$ cat src/rtl/float_copro_arbiter.sv
// Round-robin sequencer sharing one combinational float datapath
// between N_REQ coprocessor requesters (valid/complete/accept).
module float_copro_arbiter #(
  parameter int N_REQ  = 2,
  parameter int T_ADD  = 3,
  parameter int T_SUB  = 3,
  parameter int T_MULT = 2,
  parameter int T_DIV  = 12
) (
  input  logic                       clk,
  input  logic                       reset_n,
  input  logic [N_REQ-1:0]           req_valid,
  input  logic [N_REQ*11-1:0]        req_opcode,
  input  logic [N_REQ*32-1:0]        req_op0,
  input  logic [N_REQ*32-1:0]        req_op1,
  input  logic [N_REQ-1:0]           req_accept,
  output logic [N_REQ-1:0]           req_complete,
  output logic [31:0]                req_result,
  output logic [10:0]                dp_opcode,
  output logic [31:0]                dp_op0,
  output logic [31:0]                dp_op1,
  input  logic [31:0]                dp_result,
  output logic                       busy,
  output logic [$clog2(N_REQ)-1:0]   grant_id
);

  localparam int IW = $clog2(N_REQ);

  typedef enum logic [1:0] {IDLE, EXEC, DONE} state_e;

  state_e            state_q, state_d;
  logic [15:0]       cnt_q, cnt_d;
  logic [IW-1:0]     last_q, last_d;
  logic [IW-1:0]     grant_q, grant_d;
  logic [N_REQ-1:0]  complete_q, complete_d;
  logic [31:0]       result_q, result_d;
  logic [10:0]       opc_q, opc_d;
  logic [31:0]       op0_q, op0_d;
  logic [31:0]       op1_q, op1_d;
  logic              busy_q, busy_d;
  logic              win_ok;
  logic [IW-1:0]     win_id;

  function automatic logic [15:0] lat(input logic [10:0] opc);
    case (opc)
      11'd0:   lat = 16'(T_ADD);
      11'd1:   lat = 16'(T_SUB);
      11'd2:   lat = 16'(T_MULT);
      default: lat = 16'(T_DIV);
    endcase
  endfunction

  // Scan from farthest to nearest so last+1 wins.
  always_comb begin
    win_ok = 1'b0;
    win_id = '0;
    for (int i = N_REQ; i >= 1; i--) begin
      if (req_valid[(int'(last_q) + i) % N_REQ]) begin
        win_ok = 1'b1;
        win_id = IW'((int'(last_q) + i) % N_REQ);
      end
    end
  end

  always_comb begin
    state_d    = state_q;
    cnt_d      = cnt_q;
    last_d     = last_q;
    grant_d    = grant_q;
    complete_d = complete_q;
    result_d   = result_q;
    opc_d      = opc_q;
    op0_d      = op0_q;
    op1_d      = op1_q;
    unique case (state_q)
      IDLE: begin
        if (win_ok) begin
          opc_d   = req_opcode[int'(win_id)*11 +: 11];
          op0_d   = req_op0[int'(win_id)*32 +: 32];
          op1_d   = req_op1[int'(win_id)*32 +: 32];
          grant_d = win_id;
          cnt_d   = lat(req_opcode[int'(win_id)*11 +: 11]);
          state_d = EXEC;
        end
      end
      EXEC: begin
        if (cnt_q == 16'd1) begin
          result_d            = dp_result;
          complete_d          = '0;
          complete_d[grant_q] = 1'b1;
          state_d             = DONE;
        end else begin
          cnt_d = cnt_q - 16'd1;
        end
      end
      DONE: begin
        if (req_accept[grant_q]) begin
          complete_d = '0;
          last_d     = grant_q;
          state_d    = IDLE;
        end
      end
      default: state_d = IDLE;
    endcase
    busy_d = (state_d != IDLE);
  end

  always_ff @(posedge clk or negedge reset_n) begin
    if (!reset_n) begin
      state_q    <= IDLE;
      cnt_q      <= '0;
      last_q     <= IW'(N_REQ - 1);
      grant_q    <= '0;
      complete_q <= '0;
      result_q   <= '0;
      opc_q      <= '0;
      op0_q      <= '0;
      op1_q      <= '0;
      busy_q     <= 1'b0;
    end else begin
      state_q    <= state_d;
      cnt_q      <= cnt_d;
      last_q     <= last_d;
      grant_q    <= grant_d;
      complete_q <= complete_d;
      result_q   <= result_d;
      opc_q      <= opc_d;
      op0_q      <= op0_d;
      op1_q      <= op1_d;
      busy_q     <= busy_d;
    end
  end

  assign req_complete = complete_q;
  assign req_result   = result_q;
  assign dp_opcode    = opc_q;
  assign dp_op0       = op0_q;
  assign dp_op1       = op1_q;
  assign busy         = busy_q;
  assign grant_id     = grant_q;

endmodule

$ cat config.mk
export PLATFORM = sky130hd
export DESIGN_NAME = float_copro_arbiter
export DESIGN_NICKNAME = d
export VERILOG_FILES = /design/src/rtl/float_copro_arbiter.sv
export SDC_FILE = /design/constraint.sdc
export NUM_CORES = 1
export LEC_CHECK = 0
export ABC_CLOCK_PERIOD_IN_PS = 4000
export CELL_PAD_IN_SITES_DETAIL_PLACEMENT = 1
export CELL_PAD_IN_SITES_GLOBAL_PLACEMENT = 2
export CORE_ASPECT_RATIO = 1.25
export CORE_UTILIZATION = 25
export DETAILED_ROUTE_END_ITERATION = 10
export PLACE_DENSITY_LB_ADDON = 0.1
export SYNTH_ARGS = -nofsm -noshare
export SYNTH_HDL_FRONTEND = slang
export SYNTH_SLANG_ARGS = --single-unit
$ cat constraint.sdc
create_clock -name clk -period 4 [get_ports clk]
set_input_delay 0.8 -clock clk [delete_from_list [all_inputs] [get_ports clk]]
set_output_delay 0.8 -clock clk [all_outputs]
set_load 0.02 [all_outputs]
======== Yosys cells after proc, flatten, opt, wreduce, memory -nomap -nowiden ========
Cells that the tools add are included.
storage, ports and cells
  output and inout bits ................... 111
  flip-flop bits (word level) ............. 130
  logic and storage cells ................. 69
cells by class
  bitwise operators ....................... 2
  multipliers ............................. 1
  eq/ne operators ......................... 9
  multiplexer cells ....................... 25
  add/sub/neg operators ................... 3
  reductions and logical operators ........ 12
  $lt $le $gt $ge ......................... 4
  shifts and indexed selects .............. 3
operators by type and width
  cell                     number
  $shiftx A64 B7 Y32       2
  $mux W16                 2
  $pmux W16 S2             1
  $shiftx A22 B6 Y11       1
  $eq A16 B1 Y1 const B    1
  $sub A16 B1 Y16 const B  1
  $mux W1                  13
  $eq A11 B1 Y1 const B    1
  $eq A11 B2 Y1 const B    1
  $logic_not A11 Y1        1
  $mux W2                  5
  $ne A2 B2 Y1 const B     4
  $pmux W4 S2              1
  $lt A2 B3 Y1 const B     2
  $pmux W2 S3              1
  $reduce_and A2 Y1        3
  $reduce_and A3 Y1        2
  $reduce_bool A2 Y1       3
  $mul A1 B4 Y5 const B    1
  $pmux W2 S2              1
  $add A1 B1 Y1 const B    2
  $and A1 B1 Y1 const A    2
  $eq A2 B1 Y1 const B     1
  $eq A2 B2 Y1 const B     1
  6 further kinds          6

======== Logic depth before layout (Yosys ltp) ========
  depth after elaboration ................. 14
  mapped depth ............................ 7

======== Least setup slack after synthesis ========
Ideal clock, no wire load.
  kind .................................... input port to flip-flop
  start point ............................. input port req_valid[1]
  end point ............................... register op0_q[0] (netlist: dp_op0[0])
  stages on the path ...................... 6
  path slack .............................. 1.674 ns
  arrival ................................. 2.193 ns
  path buffers ............................ 3
  cell sequence ........................... a21boi_0 clkbuf_1 buf_2 buf_1 mux2i_1 o21ai_0
between the ends
  cells in the longest elaborated chain, start to end .. 6
  elaborated cells between the ends (all ways) .. 12
  classes of those cells .................. shift (1); mux (10); reduce/logical (1)
ends and longest elaborated chain
  what                                                            line  RTL
  from (decl)                                                     12    input logic [N_REQ-1:0] req_valid,
  $mux W1 (implied by the code) (3 in series)                     58    if (req_valid[(int'(last_q) + i) % N_REQ]) begin
  $mux W1 (2 in series)                                           58
  $shiftx A64 B7 Y32 / $reduce_and A2 Y1 (equally long branches)  --
  to (signal assigned)                                            128   op0_q <= op0_d;
  to (decl)                                                       38    logic [31:0] op0_q, op0_d;
Parallel ways exist; a longest one is shown, timed or not. The select of a mux whose other input is x is not followed.
A chain may end at the register's enable or synchronous reset.

======== Final worst setup path ========
  start point ............................. register cnt_q[1]
  end point ............................... register complete_q[1] (netlist: req_complete[1])
between the ends
  cells in the longest elaborated chain, start to end .. 3
ends and longest elaborated chain
  what                                line  RTL
  from (decl)                         32    logic [15:0] cnt_q, cnt_d;
  from (signal assigned)              122   cnt_q <= cnt_d;
  $eq A16 B1 Y1                       87    if (cnt_q == 16'd1) begin
  $ne A2 B2 Y1 (no source line)       --
  $reduce_and A3 Y1 (no source line)  --
  to (signal assigned)                125   complete_q <= complete_d;
  to (decl)                           35    logic [N_REQ-1:0] complete_q, complete_d;
Every way passes these cells.

==> flow_summary.json <==
{
  "status": "finished, final reports clean",
  "firstDrtPassIters": 4,
  "multi_input_area_sq_mm": 0.00251,
  "seq_area_sq_mm": 0.00325,
  "drc": 0,
  "cts_tree": "built",
  "clock_skew_ps": 10.9,
  "via_per_inst": 4.68,
  "syn_avg_cell_area_sq_um": 11.1,
  "drive_above_1_share_pct": 9.82,
  "clk_pin_slew_worst_paths_ps": 60,
  "fmax_mhz": 380,
  "setup.worst_path.start_class": "register",
  "crit_fanout": 16,
  "synth_nets": 722,
  "netlist_instances": 532,
  "clockRootBuffer": "clkbuf_16",
  "num_vias": 5269,
  "hold_violations": 0,
  "cts_buffer_depth": 2,
  "ys_seq_elements": 130,
  "synthDistinctLibCells": 43,
  "globalRoute.totalOverflow": 0,
  "drv_slew": 0,
  "drt-wirelength-per-cell_um": 18.3,
  "ios": 299,
  "reg2regPathDepth": 6,
  "worst_slew_pin_slew_ps": 833,
  "yosysTopAreaCell": "dfrtp_1",
  "die_w_um": 139,
  "setup-tns-final_ps": 0,
  "syn_to_final_growth_pct": 67.3,
  "grtUsageTotal_pct": 17.3,
  "setup_violations": 0,
  "worstPathRequired_ps": 4320,
  "dieArea_sq_mm": 0.0242,
  "min_path_type": "in2async",
  "finalNonFillerCells": 1125,
  "crit_path_end_kind": "register",
  "synth_area_leaders": "dfrtp_1 (55%), mux2i_1 (14%), o21ai_0 (7.0%)",
  "finalCritPeriodShare_pct": 65.9,
  "synth_edf_count": 0,
  "ant_nets": 0,
  "rrSetupSlack_ps": 1370,
  "io_buffers": 298,
  "r2r-start": "cnt_q[1]",
  "timing.rr.end": "req_complete[1]",
  "cts_max_level": 4,
  "place.gp.congestion": 0.747,
  "numCtsBuffers": 17,
  "dp.cells": 1091,
  "ys_seq_area_share_pct": 55.3,
  "p_leak_nw": 4.29,
  "ir_worst_vdd_mv": 0.289,
  "cts-resized-gates": 0,
  "die_y_um": 174,
  "worstPathArrival_ps": 2960,
  "drv_cap": 0,
  "p_total_mw": 7.29,
  "layout_commonest_cell": "clkdlybuf4s50_1",
  "async_reset_ff_share_pct": 100,
  "utilization_pct": 42.8,
  "rows": 62,
  "post_cts_buffers": 0,
  "drt-initial-drc-count": 156,
  "cts_sinks": 130,
  "start_util_pct": 25.6,
  "final_cell_mix": "clkdlybuf4s50_1 (297), dfrtp_1 (129), nand2_1 (88)",
  "totalWireLength_um": 20600,
  "num-fill-cells": 2483,
  "powerDensity_mw_per_mm2": 740,
  "synth-main-ff-cell": "dfrtp_1",
  "grt_pass1_vias": 5773,
  "core_area_sq_mm": 0.0230,
  "grt_pass1_wl_um": 32000,
  "final_nets": 1012,
  "synth_top_area_share_pct": 54.8,
  "dpl.hpwl_um": 15700,
  "antenna_found_initial": 2,
  "worstSetupPathType": "reg2reg",
  "slew_headroom_pct": 44.0,
  "ctsHoldBuffers": 0,
  "rsz0062_at_grt": "false",
  "yosysWarnings": 0,
  "syn_area_sq_mm": 0.00589,
  "grt_max_degree": 91,
  "clkLatencyLatePin_ps": 420,
  "period_needed_ps": 2630
}
-- kinds of logic (layout without fill, tap and decap cells) --
group / after synthesis / in the layout / synth area share (%)
simple gates: 139 / 139 / 11.3
flops: 130 / 130 / 55.3
compound gates: 112 / 112 / 10.8
mux: 112 / 112 / 19.7
buf+inv: 37 / 340 / 2.53
fa+ha+maj: 2 / 2 / 0.425
other cells: 0 / 2 / 0
-- flip-flops by register name, indices dropped and copies added (netlist names) --
signal / flops
busy: 1
cnt_q: 16
dp_op0: 32
dp_op1: 32
dp_opcode: 11
grant_id: 1
last_q: 1
req_complete: 2
req_result: 32
state_q: 2
-- layout make-up --
cell class | count | area share [%]
Sequential cell | 130 | 33.0
Tap cell | 288 | 3.66
Antenna cell | 2 | 0.0508
Multi-Input combinational cell | 365 | 25.5
Clock buffer | 19 | 4.50
Inverter | 4 | 0.152
Timing Repair Buffer | 304 | 31.3
Clock inverter | 13 | 1.87
-- synth_stat cells (3+ instances only) --
cell / instances
nor3_1: 6
o311ai_0: 4
nor4_1: 6
o31ai_1: 3
mux2_2: 32
inv_1: 4
nand3_1: 4
o21ai_0: 82
buf_1: 3
mux2i_1: 80
o41ai_1: 4
nand2_1: 88
o211ai_1: 3
a21oi_1: 6
or3_1: 4
clkbuf_1: 22
nor2_1: 9
or4_1: 4
dfrtp_1: 129
buf_2: 8
-- worst max-delay path, cell delays in order (launching register included) --
cell	delay [ps]
dfrtp_1	390
inv_1	80
ha_1	150
or4b_2	670
nor4_4	790
nand2_1	240
a22oi_1	210
-- report_power, final --
group | switching, mW | internal (mW)
Sequential | 0.381 | 1.93
Clock | 0.599 | 1.06
Combinational | 1.73 | 1.59
-- through the flow --
stage,cell area [sq um],setup WS (ps),hold WS (ps)
detailed placement,9220,1100,469
global route,9850,1130,394
CTS,9850,1320,378
global placement,9220,1140,464
finish,9850,1370,352
floorplan,5890,1670,485
-- worst max path at each step --
| stage | start | to | slack [ps] | cells past startpoint |
|---|---|---|---|---|
| floorplan | req_valid[1] | dp_op0[0] | 1670 | 6 |
| global placement | req_valid[1] | dp_op0[16] | 1140 | 5 |
| detailed placement | req_valid[1] | dp_op0[25] | 1100 | 5 |
| CTS | cnt_q[1] | req_complete[0] | 1320 | 6 |
| global route | cnt_q[1] | req_complete[1] | 1130 | 6 |
| finish | cnt_q[1] | req_complete[1] | 1370 | 6 |
-- routing by layer --
layer / part of all wire [%] / GRT usage, % / vias up / wire [um]
li1: - / - / 2491 / -
met1: 36 / 17.7 / 2557 / 7480
met2: 54 / 31.7 / 190 / 11000
met3: 7.3 / 5.44 / 31 / 1500
met4: 2.8 / 8.19 / 0 / 569
met5: 0 / 0 / - / 0
Power figures use the tool's default switching activity.
